--- src/rtl/booth_mul_arbiter_pkg.sv ---
// Shared definitions for the booth multiplier arbiter: FSM encodings and default widths.
package booth_mul_arbiter_pkg;
  localparam logic [2:0] S_IDLE  = 3'd0;
  localparam logic [2:0] S_START = 3'd1;
  localparam logic [2:0] S_ARM   = 3'd2;
  localparam logic [2:0] S_BUSY  = 3'd3;
  localparam logic [2:0] S_RESP  = 3'd4;

  localparam int DEF_NREQ    = 4;
  localparam int DEF_W       = 8;
  localparam int DEF_TIMEOUT = 64;
endpackage

--- src/rtl/booth_mul_arbiter_if.sv ---
// Requester-side and multiplier-side signals of the shared booth multiplier arbiter.
interface booth_mul_arbiter_if
  import booth_mul_arbiter_pkg::*;
  #(parameter int NREQ = DEF_NREQ,
    parameter int W    = DEF_W);

  logic [NREQ-1:0]         req;
  logic [NREQ-1:0][W-1:0]  req_a;
  logic [NREQ-1:0][W-1:0]  req_b;
  logic [NREQ-1:0]         gnt;
  logic [NREQ-1:0]         rsp_valid;
  logic [2*W-1:0]          rsp_data;
  logic                    rsp_err;
  logic                    mul_start;
  logic [W-1:0]            mul_a;
  logic [W-1:0]            mul_b;
  logic                    mul_finish;
  logic [2*W-1:0]          mul_out;

  modport slave (
    input  req, req_a, req_b, mul_finish, mul_out,
    output gnt, rsp_valid, rsp_data, rsp_err, mul_start, mul_a, mul_b
  );

  modport master (
    output req, req_a, req_b, mul_finish, mul_out,
    input  gnt, rsp_valid, rsp_data, rsp_err, mul_start, mul_a, mul_b
  );
endinterface

--- src/rtl/booth_mul_arbiter_rr_pick.sv ---
// Combinational round-robin picker: first set req bit after rr_last, wrapping modulo NREQ.
module rr_pick
  import booth_mul_arbiter_pkg::*;
  #(parameter int NREQ = DEF_NREQ,
    parameter int IW   = (NREQ > 1) ? $clog2(NREQ) : 1)
  (
    input  logic [NREQ-1:0] req,
    input  logic [IW-1:0]   rr_last,
    output logic [NREQ-1:0] win,
    output logic [IW-1:0]   win_idx
  );

  logic          found;
  logic [IW-1:0] idx;

  always_comb begin
    win     = '0;
    win_idx = '0;
    found   = 1'b0;
    idx     = '0;
    for (int k = 1; k <= NREQ; k++) begin
      idx = IW'((int'(rr_last) + k) % NREQ);
      if (!found && req[idx]) begin
        found    = 1'b1;
        win[idx] = 1'b1;
        win_idx  = idx;
      end
    end
  end
endmodule

--- src/rtl/booth_mul_arbiter.sv ---
// Shares one sequential booth multiplier between NREQ requesters (round-robin, one job in flight).
// Optional watchdog abort enabled with BOOTH_ARB_TIMEOUT_EN.
module booth_mul_arbiter
  import booth_mul_arbiter_pkg::*;
  #(parameter int NREQ = DEF_NREQ,
    parameter int W    = DEF_W
`ifdef BOOTH_ARB_TIMEOUT_EN
   ,parameter int TIMEOUT = DEF_TIMEOUT
`endif
  )
  (
    input  logic                clk,
    input  logic                rst_n,
    booth_mul_arbiter_if.slave  bus
  );

  localparam int IW = (NREQ > 1) ? $clog2(NREQ) : 1;

  logic [2:0]      state_q, state_d;
  logic [W-1:0]    mul_a_q, mul_a_d, mul_b_q, mul_b_d;
  logic [IW-1:0]   owner_q, owner_d, rr_last_q, rr_last_d;
  logic [2*W-1:0]  rsp_data_q, rsp_data_d;
  logic [NREQ-1:0] win;
  logic [IW-1:0]   win_idx;
  logic            timeout;

  rr_pick #(.NREQ(NREQ), .IW(IW)) u_pick (
    .req     (bus.req),
    .rr_last (rr_last_q),
    .win     (win),
    .win_idx (win_idx)
  );

  always_comb begin
    state_d    = state_q;
    mul_a_d    = mul_a_q;
    mul_b_d    = mul_b_q;
    owner_d    = owner_q;
    rr_last_d  = rr_last_q;
    rsp_data_d = rsp_data_q;
    case (state_q)
      S_IDLE: if (|bus.req) begin
        mul_a_d = bus.req_a[win_idx];
        mul_b_d = bus.req_b[win_idx];
        owner_d = win_idx;
        state_d = S_START;
      end
      S_START: state_d = S_ARM;
      // finish may still be high from the previous job; skip it for one cycle
      S_ARM:   state_d = S_BUSY;
      S_BUSY: if (bus.mul_finish) begin
        rsp_data_d = bus.mul_out;
        state_d    = S_RESP;
      end else if (timeout) begin
        rsp_data_d = '0;
        state_d    = S_RESP;
      end
      S_RESP: begin
        rr_last_d = owner_q;
        state_d   = S_IDLE;
      end
      default: state_d = S_IDLE;
    endcase
  end

  always_ff @(posedge clk or negedge rst_n) begin
    if (!rst_n) begin
      state_q    <= S_IDLE;
      mul_a_q    <= '0;
      mul_b_q    <= '0;
      owner_q    <= '0;
      rr_last_q  <= IW'(NREQ - 1);
      rsp_data_q <= '0;
    end else begin
      state_q    <= state_d;
      mul_a_q    <= mul_a_d;
      mul_b_q    <= mul_b_d;
      owner_q    <= owner_d;
      rr_last_q  <= rr_last_d;
      rsp_data_q <= rsp_data_d;
    end
  end

`ifdef BOOTH_ARB_TIMEOUT_EN
  localparam int CW = $clog2(TIMEOUT + 1);

  logic [CW-1:0] cnt_q, cnt_d;
  logic          rsp_err_q, rsp_err_d;

  assign timeout = (cnt_q == CW'(TIMEOUT - 1));

  always_comb begin
    cnt_d     = cnt_q;
    rsp_err_d = rsp_err_q;
    if (state_q == S_START)     cnt_d = '0;
    else if (state_q == S_BUSY) cnt_d = cnt_q + 1'b1;
    if (state_q == S_BUSY && bus.mul_finish) rsp_err_d = 1'b0;
    else if (state_q == S_BUSY && timeout)   rsp_err_d = 1'b1;
  end

  always_ff @(posedge clk or negedge rst_n) begin
    if (!rst_n) begin
      cnt_q     <= '0;
      rsp_err_q <= 1'b0;
    end else begin
      cnt_q     <= cnt_d;
      rsp_err_q <= rsp_err_d;
    end
  end

  assign bus.rsp_err = rsp_err_q;
`else
  assign timeout     = 1'b0;
  assign bus.rsp_err = 1'b0;
`endif

  // gnt is combinational in IDLE; gating with rst_n keeps it low during reset
  assign bus.gnt       = (state_q == S_IDLE && rst_n) ? win : '0;
  assign bus.rsp_valid = (state_q == S_RESP) ? (NREQ'(1) << owner_q) : '0;
  assign bus.rsp_data  = rsp_data_q;
  assign bus.mul_start = (state_q == S_START);
  assign bus.mul_a     = mul_a_q;
  assign bus.mul_b     = mul_b_q;
endmodule

--- src/flat_wrapper.sv ---
// flat-port wrapper written by rule: the top's interface ports become plain ports
module booth_mul_arbiter_flat import booth_mul_arbiter_pkg::*;
#(parameter int NREQ = DEF_NREQ,
    parameter int W    = DEF_W

  )
  (clk, rst_n, bus_req, bus_req_a, bus_req_b, bus_mul_finish, bus_mul_out, bus_gnt, bus_rsp_valid, bus_rsp_data, bus_rsp_err, bus_mul_start, bus_mul_a, bus_mul_b);
  booth_mul_arbiter_if #(.NREQ(NREQ), .W(W)) bus_i ();
  input  logic clk;
  input  logic rst_n;
  input wire logic [$bits(bus_i.req)-1:0] bus_req;
  input wire logic [$bits(bus_i.req_a)-1:0] bus_req_a;
  input wire logic [$bits(bus_i.req_b)-1:0] bus_req_b;
  input wire logic [$bits(bus_i.mul_finish)-1:0] bus_mul_finish;
  input wire logic [$bits(bus_i.mul_out)-1:0] bus_mul_out;
  output wire logic [$bits(bus_i.gnt)-1:0] bus_gnt;
  output wire logic [$bits(bus_i.rsp_valid)-1:0] bus_rsp_valid;
  output wire logic [$bits(bus_i.rsp_data)-1:0] bus_rsp_data;
  output wire logic [$bits(bus_i.rsp_err)-1:0] bus_rsp_err;
  output wire logic [$bits(bus_i.mul_start)-1:0] bus_mul_start;
  output wire logic [$bits(bus_i.mul_a)-1:0] bus_mul_a;
  output wire logic [$bits(bus_i.mul_b)-1:0] bus_mul_b;
  assign bus_i.req = bus_req;
  assign bus_i.req_a = bus_req_a;
  assign bus_i.req_b = bus_req_b;
  assign bus_i.mul_finish = bus_mul_finish;
  assign bus_i.mul_out = bus_mul_out;
  assign bus_gnt = bus_i.gnt;
  assign bus_rsp_valid = bus_i.rsp_valid;
  assign bus_rsp_data = bus_i.rsp_data;
  assign bus_rsp_err = bus_i.rsp_err;
  assign bus_mul_start = bus_i.mul_start;
  assign bus_mul_a = bus_i.mul_a;
  assign bus_mul_b = bus_i.mul_b;
  booth_mul_arbiter #(.NREQ(NREQ), .W(W)) u_core (.clk(clk), .rst_n(rst_n), .bus(bus_i));
endmodule
--- config.mk ---
export PLATFORM = sky130hd
export DESIGN_NAME = booth_mul_arbiter_flat
export DESIGN_NICKNAME = d
export VERILOG_FILES = /design/src/rtl/booth_mul_arbiter_pkg.sv /design/src/rtl/booth_mul_arbiter_if.sv /design/src/rtl/booth_mul_arbiter_rr_pick.sv /design/src/rtl/booth_mul_arbiter.sv /design/src/flat_wrapper.sv
export SDC_FILE = /design/constraint.sdc
export NUM_CORES = 1
export LEC_CHECK = 0
export ABC_AREA = 0
export CAP_MARGIN = 30
export CORE_ASPECT_RATIO = 1.25
export CORE_MARGIN = 3
export CORE_UTILIZATION = 44
export CTS_CLUSTER_SIZE = 12
export DETAILED_ROUTE_END_ITERATION = 6
export PLACE_DENSITY_LB_ADDON = 0.15
export SYNTH_ARGS = -nofsm -noshare
export SYNTH_HDL_FRONTEND = slang
export SYNTH_SLANG_ARGS = --single-unit
--- constraint.sdc ---
create_clock -name clk -period 10.5 [get_ports clk]
set_clock_uncertainty 0.2 [all_clocks]
set_input_delay 1.575 -clock clk [delete_from_list [all_inputs] [get_ports clk]]
set_output_delay 1.575 -clock clk [all_outputs]
set_load 0.05 [all_outputs]
# Yosys cells after proc, flatten, opt, wreduce, memory -nomap -nowiden
# Cells that the tools add are included.
# word_totals
ram_bits	0
n_memories	0
mem_bits_ro	0
output_inout_bits	42
regBits	39
latch_bits	0
# classes
n_addsub	4
magnitude_cmp	9
mul	0
div	0
bitwise	3
reduce_logical	16
muxes	36
eq_ne	6
shifts	1
# ops
cell	n
$bmux W8 S2	2
$mux W4	6
$mux W8	2
$lt A2 B3 Y1 const B	5
$or A4 B4 Y4	3
$pmux W3 S4	1
$mux W1	11
$bmux W1 S2	4
$demux W1 S2	4
$ge A2 B1 Y1 const B	4
$logic_and A1 B1 Y1	8
$mux W2	4
$eq A3 B2 Y1 const B	2
$mux W3	2
$reduce_and A2 Y1	3
$add A2 B1 Y2 const B	2
$add A2 B2 Y2 const B	2
$reduce_or A4 Y1	1
$shl A1 B2 Y4 const A	1
$eq A3 B1 Y1 const B	1
$eq A3 B3 Y1 const B	1
$logic_not A1 Y1	3
$logic_not A3 Y1	1
$ne A2 B1 Y1 const B	1
$ne A2 B2 Y1 const B	1

# Logic depth before layout (Yosys ltp)
# Gate-level depths: netlist of the first run.
# logic_depth
word_depth	15
mapped_depth	13

# Modules after synthesis
# Synthesis of the first run repeated with hierarchy kept, for this count alone.
# unflattened
hier_cells	181
area_unflattened_um2	2519.9
# by_module_without_submodules
mod	seq_area_each_um2	area_each_um2	cells_each	n_inst
booth_mul_arbiter	978.4	2029.4	122	1
rr_pick	0.0	490.5	59	1

# Worst setup path before layout of the first run
# Ideal clock, no wire load.
# synth_path
path_type	input -> output
from	input bus_req[2]
to	output bus_gnt[0]
arrival_ps	3284
stages	6
path_slack_ps	5441
t_required_ps	8725
path_cell_list	mux4_2 -> buf_2 -> nor2_2 -> o21a_1 -> a221oi_1 -> nor2_1
# synth_via
elab_chain_len	13
elab_cells_between_ends	25
# synth_lines
element	line	source
start: declaration	flat_wrapper.sv:11	input wire logic [$bits(bus_i.req)-1:0] bus_req;
$bmux W1 S2	booth_mul_arbiter_rr_pick.sv:23	if (!found && req[idx]) begin
$mux W1 (implied by the code)	booth_mul_arbiter_rr_pick.sv:23	
$mux W1	booth_mul_arbiter_rr_pick.sv:23	
$logic_not A1 Y1	booth_mul_arbiter_rr_pick.sv:23	
$logic_and A1 B1 Y1	booth_mul_arbiter_rr_pick.sv:23	
$mux W1	booth_mul_arbiter_rr_pick.sv:23	
$logic_not A1 Y1	booth_mul_arbiter_rr_pick.sv:23	
$logic_and A1 B1 Y1	booth_mul_arbiter_rr_pick.sv:23	
$mux W1	booth_mul_arbiter_rr_pick.sv:23	
$logic_not A1 Y1	booth_mul_arbiter_rr_pick.sv:23	
$logic_and A1 B1 Y1	booth_mul_arbiter_rr_pick.sv:23	
$mux W4 *	booth_mul_arbiter_rr_pick.sv:23	
$mux W4 *	booth_mul_arbiter.sv:118	assign bus.gnt = (state_q == S_IDLE && rst_n) ? win : '0;
end: declaration	flat_wrapper.sv:16	output wire logic [$bits(bus_i.gnt)-1:0] bus_gnt;
# Every way passes the cells marked *; elsewhere a longest branch is shown, timed or not. The select of a mux whose other input is x is not followed.

# Final worst setup path of the first run
# layout_path
from	input bus_req[3]
to	output bus_gnt[1]
# Same word-level chain as after synthesis.

==> results of run 1 <==
## flip-flops by register name, indices dropped and copies added, names as in the netlist
signal / cells
u_core.bus.mul_a: 8
u_core.bus.mul_b: 8
u_core.bus.rsp_data: 16
u_core.owner_q: 2
u_core.rr_last_q: 2
u_core.state_q: 3
## cell families (layout without fill, tap and decap cells)
group | Yosys count | in the layout
AOI/OAI and AO/OA | 104 | 104
and+or+nand+nor | 104 | 104
muxes | 6 | 6
adders and majority gates | 8 | 8
buffers and inverters | 29 | 145
DFF | 39 | 39
other | 1 | 1
## how the worst max path moves through the flow
stage | slack (ns) | from | endpoint
floorplan | 5.44 | bus_req[2] | bus_gnt[0]
detailed placement | 4.56 | bus_req[1] | bus_gnt[1]
CTS | 4.56 | bus_req[3] | bus_gnt[1]
global route | 4.42 | bus_req[1] | bus_gnt[3]
global placement | 4.60 | bus_req[1] | bus_gnt[3]
finish | 4.53 | bus_req[3] | bus_gnt[1]
## cells in the final DEF (no fill, tap or decap), types with 2 or more instances in the layout
master           instances
mux4_2                   3
a221oi_1                 4
nand2_1                 71
clkdlybuf4s50_1        126
nor2_1                  15
and3_1                   2
inv_1                    5
a211oi_2                 9
o31ai_1                 16
a211oi_1                23
dfrtp_1                 37
a22oi_1                  4
nor3_1                   5
nand2b_1                 2
o21ai_0                  2
clkbuf_8                 5
dfstp_2                  2
ha_1                     8
a221o_1                  2
buf_4                    3
nor2_2                   2
o21ai_2                  2
o21a_1                  33
mux2_2                   2
a21oi_1                  2
## tightest hold or removal path, delay by kind of cell, from the launching register on
kind / cells / cell delay, ns
AND/OR/NAND/NOR: 1 / 0.05
AO/OA/AOI/OAI: 1 / 0.05
flip-flops: 1 / 0.34
## stage by stage
step | setup slack, ns | utilization | total power, uW | area [um^2]
after floorplan | 5.441 | - | 1021 | 2638
final | 4.531 | 0.7138 | 1395 | 4019
after detailed placement | 4.564 | 0.6942 | 1273 | 3909
after global routing | 4.416 | 0.7138 | 1490 | 4019
after CTS | 4.559 | 0.7138 | 1401 | 4019
after global placement | 4.602 | 0.6893 | 1245 | 3881
## report_power, final
group	switching (uW)	internal, uW	leakage (uW)
logic	622	365	0.00109
clock network	56.3	71.0	0.0000514
registers	56.0	225	0.000479
total	734	661	0.00162
## final cells by class
cell class | count | area share
clock buffer | 6 | 0.01806
sequential | 39 | 0.2435
timing repair buffer | 131 | 0.3275
inverter | 6 | 0.005604
clock inverter | 2 | 0.009340
tap | 64 | 0.01993
multi-input combinational | 223 | 0.3761
## routing by layer
metal,GRT usage,up-vias,routed length [um]
met5,0,-,0
met3,0.05972,6,506
met1,0.2774,1269,3123
li1,-,1279,-
met4,0.06268,0,80
met2,0.3830,89,4023
==> run_results.csv, run 1 <==
group,metric,value,unit
critical_path,cp_slowest_cell,"clkdlybuf4s50_1",
clock_network,numCtsBuffers,5,
critical_path,end_kind,"primary output",
sta,rsz0062_at_grt,"no",
grt,grt_pass1_vias,2599,
clock_network,hold_buffers,0,
floorplanning,num_rows,30,
drt,antenna_left,0,
power,leakagePower,0.001622,uW
critical_path,r2r_setup_slack,6.58,ns
drt,drt_iter0_markers,120,
grt,grt_max_degree,41,
yosys,yosysWarnings,0,
sta,finalHoldViolCount,0,
layout,nNetsFinal,501,
layout,syn_to_final_growth,52.37,%
place,hpwl,5784,um
critical_path,criticalPathCategory,"input pin to primary output",
sta,min_period,5.969,ns
drt,drt_first_pass_iters,5,
yosys,yosysMostFrequentCell,"nand2_1",
critical_path,crit_path_frequent_cell,"clkdlybuf4s50_1",
floorplanning,core_area,5630,um^2
critical_path,r2r_start,"u_core.rr_last_q[0]",
worst_hold_path,hold_depth,2,
yosys,yosys.area_share.simple,0.1670,
grt,grt_pass1_wl,12460,um
yosys,async_flop_share,1.000,
clock_network,worstSkewPairLatency,0.29,ns
critical_path,arrival,4.19,ns
layout,antenna_cells,0,
yosys,synth-compound-area-share,0.3264,
critical_path,path_delay_family,"buffers and inverters",
layout,seq_area,978.4,um^2
clock_network,post-cts-setup-buffers,0,
yosys,synth.largest_area_cell,"dfrtp_1",
grt,grt.overflow.total,0,
yosys,syn_nets,386,
drt,post_drt_wl_per_cell,16.42,um
yosys,syn_inst,291,
clock_network,path_clk_slew,0.07,ns
worst_hold_path,min_from,"u_core.bus.mul_a[2]",
drt,drc,0,
critical_path,crit_buf_inv,2,
sta,fmaxAchievable,167.5,MHz
clock_network,ctsResizeCount,0,
clock_network,clock_path_buffers,2,
flow_run,maxCapViolCount,0,
critical_path,required,8.73,ns
critical_path,crit_fanout,12,
outcome,status,"complete, no violations",
grt,antenna_found_initial,0,
yosys,yosysSeqAreaShare,0.3710,
layout,fillers,466,
yosys,synth-seq-cells,39,
floorplanning,die_x,75.25,um
sta,hold_slack,0.2771,ns
critical_path,cp.depth,7,
clock_network,cts_tree,"yes",
layout,fin_cells,471,
sta,fin_crit_sh,0.5685,
power,powerDensity,347.1,nW/um^2
yosys,synth_xor_area_frac,0,
place,gp_congestion,0.8825,
floorplanning,io-pin-count,129,
drt,routed_wl,7734,um
worst_hold_path,hold_path_class,"flop to flop",
clock_network,h-tree-depth,2,
yosys,ys.flop_type,"dfrtp_1",
power,peakVddDrop,0.1914,mV
critical_path,worstReg2RegEnd,"u_core.bus.mul_a[3]",
sta,worst_pin_slew,0.9284,ns
critical_path,worstPathCellList,"clkdlybuf4s50_1 -> mux4_2 -> nor2_2 -> o21a_1 -> a221oi_1 -> nor2_1 -> clkdlybuf4s50_1",
yosys,synth-edff-count,0,
yosys,synth.avg_cell_area,9.064,um^2
critical_path,rr_worst_depth,9,
sta,maxSlewHeadroom,0.3811,
layout,drive_gt1_frac,0.09337,
drt,vias,2643,
yosys,synth_top_cells_by_count,"nand2_1 (71), dfrtp_1 (37), o21a_1 (33)",
sta,fin_setup_tns,0,ns
critical_path,start_kind,"input pin",
floorplanning,start_util,0.4684,
place,dpl.cell_count,463,
critical_path,slowest_delay,0.81,ns
floorplanning,die_h,92.56,um
layout,multi_input_area,1511,um^2
yosys,synth_top_area_frac,0.3510,
yosys,synth_area,2638,um^2
sta,slew_violations,0,
floorplanning,dieArea,6965,um^2
grt,track_usage,0.2260,
yosys,synthAdderAreaFrac,0.03795,
drt,viasPerCell,5.611,
place,portBuffers,127,
sta,setup_viol,0,
clock_network,numClockSinks,39,
clock_network,cts_root_buffer,"clkbuf_8",
yosys,synth_mux_area_frac,0.03795,
yosys,synthTopCellsByArea,"dfrtp_1 (35%), nand2_1 (10%), o21a_1 (9.4%)",
worst_hold_path,min_to,"u_core.bus.mul_a[2]",
yosys,synth_cell_types,44,
yosys,synth_top_family_by_area,"compound AO/OA/AOI/OAI gates",
Note: power is estimated with default switching activity, not from simulation.
==> inputs of run 2 (changes only) <==
CORE_UTILIZATION = 37   (was 44)
clock period = 4.9 ns   (was 10.5 ns; I/O delays follow)
==> run_results.csv, run 2 (same netlist as run 1, synthesis figures left out) <==
group,metric,value,unit
clock_network,hold_buffers,0,
grt,antenna_found_initial,0,
layout,syn_to_final_growth,53.51,%
drt,drt-met1-wl,2992,um
grt,grt_max_degree,40,
clock_network,post-cts-setup-buffers,0,
sta,slew_violations,0,
clock_network,h-tree-depth,2,
drt,dr.max_layer_used,"met4",
floorplanning,num_rows,33,
power,powerDensity,736.8,nW/um^2
sta,min_period,4.576,ns
critical_path,slowest_delay,0.80,ns
floorplanning,dieArea,8184,um^2
critical_path,worstPathCellList,"inv_1 -> ha_1 -> mux4_2 -> nor2_2 -> o21a_1 -> a221oi_1 -> nor2_1 -> clkdlybuf4s50_1",
critical_path,path_delay_family,"buffers and inverters",
place,portBuffers,127,
critical_path,arrival,3.64,ns
critical_path,cp_slowest_cell,"clkdlybuf4s50_1",
drt,post_drt_wl_per_cell,15.40,um
grt,grt_pass1_vias,2543,
critical_path,end_kind,"primary output",
clock_network,clock_path_buffers,2,
critical_path,crit_path_end,"bus_gnt[2]",
critical_path,cp.depth,8,
clock_network,cts_root_buffer,"clkbuf_8",
clock_network,cts_tree,"yes",
sta,maxSlewHeadroom,0.5592,
grt,grt_pass1_wl,12440,um
sta,rsz0062_at_grt,"no",
layout,largest_reg_flops,16,
critical_path,crit_buf_inv,2,
floorplanning,start_util,0.3919,
sta,finalHoldViolCount,0,
outcome,status,"complete, no violations",
critical_path,r2r_setup_slack,0.85,ns
sta,fin_crit_sh,0.9339,
clock_network,worstSkewPairLatency,0.29,ns
sta,worst_pin_slew,0.6612,ns
critical_path,criticalPathCategory,"flop to primary output",
drt,drc,0,
critical_path,worstReg2RegEnd,"u_core.bus.mul_b[6]",
layout,nNetsFinal,503,
worst_hold_path,hold_path_class,"flop to flop",
power,peakVddDrop,0.3214,mV
layout,drive_gt1_frac,0.1002,
drt,drt_iter0_markers,80,
layout,fillers,593,
flow_run,maxCapViolCount,0,
clock_network,path_clk_slew,0.08,ns
critical_path,crit_fanout,15,
sta,fmaxAchievable,218.5,MHz
drt,drt_first_pass_iters,4,
clock_network,numCtsBuffers,5,
floorplanning,core_area,6730,um^2
sta,fin_setup_tns,0,ns
layout,antenna_cells,0,
floorplanning,die_h,100.4,um
clock_network,numClockSinks,39,
clock_network,ctsResizeCount,0,
critical_path,start_kind,"flop",
drt,viasPerCell,5.262,
grt,track_usage,0.1945,
drt,antenna_left,0,
place,hpwl,5777,um
place,gp_congestion,0.7729,
critical_path,required,3.96,ns
layout,layout_common_cells,"clkdlybuf4s50_1 (126), nand2_1 (71), dfrtp_1 (37), o21a_1 (33), a211oi_1 (23)",
drt,route.met2.wl,3851,um
floorplanning,io-pin-count,129,
critical_path,rr_worst_depth,9,
power,total_power,2983,uW
sta,setup_viol,0,
drt,wl_met3,623,um
critical_path,critPathLaunch,"u_core.rr_last_q[0]",
floorplanning,die_x,81.52,um
drt,vias,2610,
power,leakagePower,0.001630,uW
layout,final_common_cell,"clkdlybuf4s50_1",
drt,routed_wl,7638,um
critical_path,r2r_start,"u_core.rr_last_q[0]",
grt,grt.overflow.total,0,
run 2: cell types whose count changed in the layout (fill, tap and decap cells not counted):
cell	change
clkinv_4	+1
clkbuf_1	-1
inv_6	+1
buf_16	-1
clkinvlp_4	-1
buf_4	+3
run 2: per-stage QoR:
stage | std cells | worst slack (ns) | hold slack [ns] | area, um^2 | util
floorplan | 291 | 0.8801 | 0.2394 | 2638 | -
global placement | 488 | 0.6998 | 0.2577 | 3933 | 0.5843
detailed placement | 488 | 0.6520 | 0.2629 | 3933 | 0.5843
CTS | 496 | 0.3577 | 0.2837 | 4049 | 0.6016
global route | 496 | 0.1423 | 0.2931 | 4049 | 0.6016
finish | 496 | 0.3237 | 0.2773 | 4049 | 0.6016
run 2: worst min-delay path by stage:
stage	slack [ns]	cells after the start	end	startpoint
after floorplan	0.24	0	u_core.bus.mul_a[0]	rst_n
after global placement	0.26	2	u_core.bus.rsp_data[7]	u_core.bus.rsp_data[7]
after detailed placement	0.26	2	u_core.bus.rsp_data[15]	u_core.bus.rsp_data[15]
after CTS	0.28	2	u_core.bus.mul_a[4]	u_core.bus.mul_a[4]
after global routing	0.29	2	u_core.bus.mul_a[4]	u_core.bus.mul_a[4]
final	0.28	2	u_core.bus.mul_a[4]	u_core.bus.mul_a[4]
run 2: layout make-up:
cell class | instances | area (um^2) | share of cell area
Inverter | 6 | 22.52 | 0.005562
Sequential cell | 39 | 978.4 | 0.2417
Clock inverter | 3 | 47.55 | 0.01174
Multi-Input combinational cell | 223 | 1511 | 0.3733
Timing Repair Buffer | 133 | 1311 | 0.3239
Clock buffer | 5 | 68.82 | 0.01700
Tap cell | 87 | 108.9 | 0.02688
run 2: report_power, final:
group | internal, uW | switching, uW
registers | 481 | 117
clock network | 154 | 125
logic | 789 | 1320
run 2: worst min-delay path, cell delays in order, from the launching register on:
cell	delay [ns]
dfrtp_1	0.34
nand2_1	0.05
o31ai_1	0.05
run 2: layer usage:
| metal | vias to the layer above | GRT usage |
|---|---|---|
| met2 | 93 | 0.3206 |
| li1 | 1292 | - |
| met4 | 0 | 0.06762 |
| met1 | 1213 | 0.2353 |
| met3 | 12 | 0.06373 |
| met5 | - | 0 |
